$ cat src/rtl/gcd_dispatcher.sv
// Streaming front end for the GCD core: an operand FIFO feeding a one-at-a-time issue FSM
// with a valid/ready result port. Define GCD_TIMEOUT_EN to abort a WAIT after TIMEOUT cycles.
module gcd_dispatcher #(
  parameter int DEPTH   = 4,
  parameter int DW      = 8,
  parameter int TIMEOUT = 255
) (
  input  logic                     clk_i,
  input  logic                     rst_ni,
  input  logic                     in_valid_i,
  output logic                     in_ready_o,
  input  logic [DW-1:0]            in_a_i,
  input  logic [DW-1:0]            in_b_i,
  output logic                     gcd_start_o,
  output logic [DW-1:0]            gcd_a_o,
  output logic [DW-1:0]            gcd_b_o,
  input  logic [DW-1:0]            gcd_y_i,
  input  logic                     gcd_done_i,
  input  logic                     gcd_error_i,
  output logic                     out_valid_o,
  input  logic                     out_ready_i,
  output logic [DW-1:0]            out_y_o,
  output logic                     out_err_o,
  output logic [$clog2(DEPTH):0]   count_o
);

  localparam int AW = $clog2(DEPTH);
  localparam int CW = AW + 1;
  localparam logic [AW-1:0] PTR_ONE   = AW'(1);
  localparam logic [CW-1:0] CNT_ONE   = CW'(1);
  localparam logic [CW-1:0] CNT_ZERO  = CW'(0);
  localparam logic [CW-1:0] CNT_FULL  = CW'(DEPTH);

  typedef enum logic [1:0] {
    S_IDLE  = 2'd0,
    S_ISSUE = 2'd1,
    S_WAIT  = 2'd2,
    S_HOLD  = 2'd3
  } state_e;

  state_e              state_q;
  logic [2*DW-1:0]     mem_q [DEPTH];
  logic [AW-1:0]       wr_ptr_q;
  logic [AW-1:0]       rd_ptr_q;
  logic [CW-1:0]       count_q;
  logic [CW-1:0]       count_d;
  logic                done_q;
  logic                gcd_start_q;
  logic [DW-1:0]       gcd_a_q;
  logic [DW-1:0]       gcd_b_q;
  logic                out_valid_q;
  logic [DW-1:0]       out_y_q;
  logic                out_err_q;

  logic                push_s;
  logic                pop_s;
  logic                done_evt_s;
  logic [2*DW-1:0]     head_s;

`ifdef GCD_TIMEOUT_EN
  localparam int TW = (TIMEOUT > 1) ? $clog2(TIMEOUT + 1) : 1;
  localparam logic [TW-1:0] TMO_LAST = TW'(TIMEOUT - 1);
  localparam logic [TW-1:0] TMO_ONE  = TW'(1);
  logic [TW-1:0]       tmo_q;
`endif

  assign in_ready_o  = (count_q != CNT_FULL);
  assign push_s      = in_valid_i & in_ready_o;
  assign pop_s       = (state_q == S_IDLE) && (count_q != CNT_ZERO);
  // Rising-edge detect so a DONE level left over from the previous op is not re-counted.
  assign done_evt_s  = gcd_done_i & ~done_q;
  assign head_s      = mem_q[rd_ptr_q];

  assign gcd_start_o = gcd_start_q;
  assign gcd_a_o     = gcd_a_q;
  assign gcd_b_o     = gcd_b_q;
  assign out_valid_o = out_valid_q;
  assign out_y_o     = out_y_q;
  assign out_err_o   = out_err_q;
  assign count_o     = count_q;

  // Occupancy next-state from push/pop
  always_comb begin
    count_d = count_q;
    if (push_s && !pop_s) begin
      count_d = count_q + CNT_ONE;
    end else if (!push_s && pop_s) begin
      count_d = count_q - CNT_ONE;
    end else begin
      count_d = count_q;
    end
  end

  // Operand storage write port
  always_ff @(posedge clk_i) begin
    if (push_s) begin
      mem_q[wr_ptr_q] <= {in_a_i, in_b_i};
    end
  end

  // FIFO pointers, occupancy and DONE history
  always_ff @(posedge clk_i or negedge rst_ni) begin
    if (!rst_ni) begin
      wr_ptr_q <= '0;
      rd_ptr_q <= '0;
      count_q  <= '0;
      done_q   <= 1'b0;
    end else begin
      if (push_s) begin
        wr_ptr_q <= wr_ptr_q + PTR_ONE;
      end
      if (pop_s) begin
        rd_ptr_q <= rd_ptr_q + PTR_ONE;
      end
      count_q <= count_d;
      done_q  <= gcd_done_i;
    end
  end

  // Issue FSM with registered GCD and result outputs
  always_ff @(posedge clk_i or negedge rst_ni) begin
    if (!rst_ni) begin
      state_q     <= S_IDLE;
      gcd_start_q <= 1'b0;
      gcd_a_q     <= '0;
      gcd_b_q     <= '0;
      out_valid_q <= 1'b0;
      out_y_q     <= '0;
      out_err_q   <= 1'b0;
`ifdef GCD_TIMEOUT_EN
      tmo_q       <= '0;
`endif
    end else begin
      case (state_q)
        S_IDLE: begin
          if (pop_s) begin
            gcd_a_q     <= head_s[2*DW-1:DW];
            gcd_b_q     <= head_s[DW-1:0];
            gcd_start_q <= 1'b1;
            state_q     <= S_ISSUE;
          end
        end
        S_ISSUE: begin
          gcd_start_q <= 1'b0;
          state_q     <= S_WAIT;
`ifdef GCD_TIMEOUT_EN
          tmo_q       <= '0;
`endif
        end
        S_WAIT: begin
          // A DONE edge in the same cycle as the timeout takes priority.
          if (done_evt_s) begin
            out_y_q     <= gcd_y_i;
            out_err_q   <= gcd_error_i;
            out_valid_q <= 1'b1;
            state_q     <= S_HOLD;
`ifdef GCD_TIMEOUT_EN
          end else if (tmo_q == TMO_LAST) begin
            out_y_q     <= '0;
            out_err_q   <= 1'b1;
            out_valid_q <= 1'b1;
            state_q     <= S_HOLD;
          end else begin
            tmo_q       <= tmo_q + TMO_ONE;
`endif
          end
        end
        S_HOLD: begin
          if (out_ready_i) begin
            out_valid_q <= 1'b0;
            state_q     <= S_IDLE;
          end
        end
        default: begin
          gcd_start_q <= 1'b0;
          out_valid_q <= 1'b0;
          state_q     <= S_IDLE;
        end
      endcase
    end
  end

endmodule

$ cat config.mk
export PLATFORM = sky130hd
export DESIGN_NAME = gcd_dispatcher
export DESIGN_NICKNAME = d
export VERILOG_FILES = /design/src/rtl/gcd_dispatcher.sv
export SDC_FILE = /design/constraint.sdc
export NUM_CORES = 1
export LEC_CHECK = 0
export BUFFER_PORTS_ARGS = -buffer_cell sky130_fd_sc_hd__clkbuf_2
export CAP_MARGIN = 40
export CORE_UTILIZATION = 55
export CTS_CLUSTER_SIZE = 25
export DETAILED_ROUTE_END_ITERATION = 10
export PLACE_DENSITY = 0.76
export SLEW_MARGIN = 20
export SYNTH_ARGS = -nofsm -noshare
export SYNTH_HDL_FRONTEND = slang
export SYNTH_SLANG_ARGS = --single-unit
$ cat constraint.sdc
create_clock -name clk_i -period 2.6 [get_ports clk_i]
set_clock_uncertainty 0.1 [all_clocks]
set_input_delay 0.52 -clock clk_i [delete_from_list [all_inputs] [get_ports clk_i]]
set_output_delay 0.52 -clock clk_i [all_outputs]
set_load 0.005 [all_outputs]
# Yosys cells after proc, flatten, opt, wreduce, memory -nomap -nowiden
# Memories as Yosys holds them, arrays and structs flattened. A register that Yosys moved wholly into a read port is not among the register bits.
# Cells that the tools add are included.
# word_totals
in_bits,30
register_bits,21
word_cells,53
memories,1
out_inout_bits,31
ram_bits,64
# memory_table
name,words,word_bits,rd,rd_clocked_by_memory_dff,wr,line_no,rtl
mem_q,4,16,1,1,1,42,logic [2*DW-1:0] mem_q [DEPTH];
# op_classes
n_mux,13
n_bitwise,3
add_sub_neg,4
n_eq_ne,7
reduce_logical,16
# ops
operator,n
$pmux 2 s4,1
$mux 2,3
$mux 3,2
$ne 2x2->1 const B,3
$reduce_and 2->1,3
$reduce_and 3->1,2
$reduce_bool 2->1,3
$mux 1,5
$add 2x1->2 const B,2
$eq 2x2->1 const B,2
$pmux 1 s2,2
$add 3x1->3 const B,1
$logic_and 1x1->1,3
$logic_not 1->1,3
$ne 3x3->1 const B,1
$reduce_bool 3->1,1
$sub 3x1->3 const B,1
$and 1x1->1,2
$eq 2x1->1 const B,1
$logic_not 2->1,1
$not 1->1,1

# Longest topological paths before layout
# logic_depth
word_depth,6
depth_mapped,12

# Worst setup path after synthesis
# Ideal clock, no wire load.
# synth_path
path_kind,reg2reg
start,register state_q[0]
end,"register count_q[1], in the netlist count_o[1]"
stages_incl_launch_ff,11
setup_ns,0.125
required_ns,2.375
path_buffers,2
synth_period_minus_slack_ns,2.273
slack_ns,0.327
arrival_ns,2.048
cell_sequence,dfrtp_1 -> inv_1 -> ha_1 -> o31a_1 -> buf_4 -> inv_4 -> buf_6 -> ha_1 -> inv_1 -> fa_1 -> mux2_2
# synth_between
elab_chain_len,5
elab_cells_between_ends,7
cone_classes,1 x mux; 6 x reduce/logical
# synth_rtl
element,line_no,rtl
"start, declared",41,state_e state_q;
"start signal, assigned",123,state_q <= S_IDLE;
"start signal, assigned",140,state_q <= S_ISSUE;
"start signal, assigned",145,state_q <= S_WAIT;
$logic_not 2->1,69,assign pop_s = (state_q == S_IDLE) && (count_q != CNT_ZERO);
$logic_and 1x1->1,69,
$logic_not 1->1,85,if (push_s && !pop_s) begin
$logic_and 1x1->1,85,
$mux 3,85,
via count_d[1],46,logic [CW-1:0] count_d;
"end signal, assigned",115,count_q <= count_d;
"end, declared",45,logic [CW-1:0] count_q;
# The timed path passes the listed nets, and every way through them passes these cells.
# A chain may end at the register's enable or synchronous reset.

# Worst setup path in the final report
# layout_path
start,register state_q[0]
end,"register count_q[2], in the netlist count_o[2]"
# layout_between
elab_chain_len,5
elab_cells_between_ends,7
cone_classes,1 x mux; 6 x reduce/logical
# layout_rtl
element,line_no
$logic_not 2->1 (*),69
$logic_and 1x1->1 (*),69
$logic_not 1->1,85
$logic_and 1x1->1,85
$mux 3 or $reduce_bool 2->1 (tied branches),n/a
# Mark *: on every way between the ends. The rest lies on a longest branch, timed or not.

==> key figures <==
Clock tree
  – CTS tree: yes
  – # hold bufs at CTS: 1
  – Postcts setup bufs: 0
  – Clock Root Buffer: clkbuf_8
  – CTS resizes: 0
  – Skew-Pair Late Insertion Delay: roughly 0.35 ns
  – Max clock buf depth: 2
  – # H-tree levels: 3
  – CTS buffer count: 9
  – Clock sink count: a little over 100
  – Clock-pin transition on the worst setup and hold timing paths: 0.10 ns

Placed design
  – Number of port buffers: 60
  – Post-DP HPWL: 4320 microns
  – GP Congestion: 0.729
  – Cells after DPL: ~390

Synthesis
  – Avg Synthesized Cell Area: approximately 17 sq um
  – Share of the synthesized area in the top cell type: 48.1%
  – Synth warn: 0
  – Count of cell types in the netlist: 29
  – Area contributors post-synth: edfxtp_1 48%, dfrtp_1 23%, mux4_1 5.3%
  – Syn_nets: ~270
  – Synth Instances: approximately 230
  – Post-synth top area cell: edfxtp_1
  – Post-synth EDFFs: 64
  – Most used DFF post-synth: edfxtp_1
  – Yosys reg bits: ~100
  – Seq/Total Area, Yosys: 71.2%
  – Post-synth ARST share: 36.6%
  – Mapped cell area: roughly 4000 sq um

Die
  – Die area: around 7600 sq um
  – I/O pin count: 61
  – Placement row count: 30
  – Die span in x: slightly below 90 microns
  – Initial Util: 57.9%
  – Core Region: 6910 sq um
  – Die Ht: 87.3 microns

Layout
  – Antenna Cells: 0
  – Fin nets: about 350
  – Final non-filler cell total: 405
  – Most common cell after layout, fill and taps aside: edfxtp_1
  – Commonest cells after routing, fill and taps aside: 64 x edfxtp_1, 60 x clkbuf_2, 51 x nand2_1
  – Fraction of layout cells with a size suffix above 1: between 30% and 40%
  – Syn-to-layout area delta: 15.4%

Route
  – Routed Antenna Nets: 0
  – DRC viols: 0
  – Via count: 2062
  – Wirelength per Cell: 15.7 microns
  – Initial DRC Count: 92
  – Detailed-route wire length: ~6400 microns
  – Via/cell ratio: slightly above 5
  – Initial DRT Pass Iterations: 4

GRT
  – Antenna violations before repair: 0
  – Global-route wire length before repair: slightly below 10000 microns
  – Aggregate global routing overflow: 0
  – Largest net degree at the start of global routing: 31
  – Vias in the first global route: about 2000
  – GRT Overall Usage: 18.3%

Outcome
  – Outcome: complete, no violations

STA
  – Final slew viol count: 0
  – Unrepaired setup endpoints after global routing: false
  – Peak Freq: roughly 440 MHz
  – Relative slew slack: 52.9%
  – Fin crit share: between 80% and 90%
  – Setup TNS: 0 ns
  – Period minus WS final: approximately 2.3 ns
  – Worst slew pin tran: approximately 0.71 ns
  – Final setup viols: 0
  – Hold Vio Cnt, Final: 0

Worst setup path
  – Worst EP arrival: between 2 and 2.5 ns
  – Kind of critical path: register to register
  – CP Capture Type: register
  – Crit Path Max Fanout: 18
  – Startpoint types: register
  – Critical Path RT: 2.78 ns

Run
  – Max-cap viol count: 0

Hold path
  – Worst Hold Class: input pin to register

Pwr
  – Cell Pwr Density: about 1100 nW/um^2
  – Leak: 1.93 nW
  – Peak VDD IR: approximately 0.41 mV
[path summary, 6_finish.rpt]
kind,from,end,slack (ns),cells after the start
setup / recovery,state_q[0],count_o[2],0.31,10
setup reg to reg,state_q[0],count_o[2],0.31,10
max in group asynchronous,rst_ni,state_q[1],1.51,3
min in group asynchronous,rst_ni,count_o[2],0.46,2
hold reg to reg,gcd_a_o[1],gcd_a_o[1],0.38,2
hold / removal,gcd_done_i,done_q,0.21,1
[layer usage]
metal	part of all wire [%]	global-route usage, %	vias to the layer above
met5	0	0	-
li1	-	-	983
met4	1.6	7.30	0
met1	45	22.8	1009
met3	4.9	5.31	9
met2	49	30.3	61
[power by group]
| group | internal [mW] | switching, mW |
|---|---|---|
| logic | 0.846 | 0.808 |
| registers | 2.22 | 0.299 |
| clock network | 0.377 | 0.513 |
| total | 3.44 | 1.62 |
[metrics by stage]
| stage | util (%) | setup WS [ns] | area, sq um | total power [mW] | hold WS, ns |
|---|---|---|---|---|---|
| 3_5_place_dp | 64.1 | 0.285 | 4430 | 4.26 | 0.296 |
| 4_1_cts | 66.8 | 0.276 | 4610 | 5.15 | 0.197 |
| 5_1_grt | 66.8 | 0.165 | 4610 | 5.41 | 0.190 |
| 6_report | 66.8 | 0.312 | 4610 | 5.06 | 0.207 |
| 2_1_floorplan | - | 0.327 | 4000 | 3.68 | 0.124 |
| 3_3_place_gp | 63.8 | 0.381 | 4410 | 4.17 | 0.358 |
[cell type report]
class | instances | area [sq um]
repair buffers | 68 | 388
inverters | 8 | 32.5
well taps | 96 | 120
clock inverters | 5 | 36.3
clock buffers | 11 | 141
multi-input cells | 116 | 1050
fillers | 521 | 2290
flip-flops and latches | 101 | 2850
[Yosys cell counts (2+ instances only)]
cell type / count
edfxtp_1: 64
nand2_1: 51
dfrtp_1: 37
mux2_2: 12
ha_1: 10
mux4_1: 8
mux4_2: 8
inv_1: 7
and2_1: 4
buf_2: 4
nor2_1: 4
xnor2_1: 4
a21oi_1: 2
buf_6: 2
xor2_1: 2
[flip-flops by register name, summed over array words and instances, names as in the netlist]
signal / cells
out_err_o: 1
gcd_b_o: 8
state_q: 2
gcd_a_o: 8
count_o: 3
out_valid_o: 1
done_q: 1
wr_ptr_q: 2
out_y_o: 8
mem_q: 64
rd_ptr_q: 2
gcd_start_o: 1
[critical path, cell delays in order (launching register included)]
cell     delay [ns]
dfrtp_1        0.38
inv_1          0.09
ha_1           0.25
o31a_1         0.16
inv_4          0.18
ha_1           0.21
inv_1          0.06
fa_1           0.37
xor2_1         0.15
nor2_1         0.12
xor2_1         0.15
[cells by family after synthesis]
| group | after synthesis | share of synthesized area [%] |
|---|---|---|
| DFF | 101 | 71.2 |
| AOI/OAI and AO/OA | 7 | 1.47 |
| muxes | 29 | 13.4 |
| and+or+nand+nor | 63 | 6.41 |
| buffers and inverters | 16 | 2.57 |
| xor gates and xnor gates | 6 | 1.31 |
| adders and majority gates | 11 | 3.63 |
Note: power is estimated with default switching activity, not from simulation.
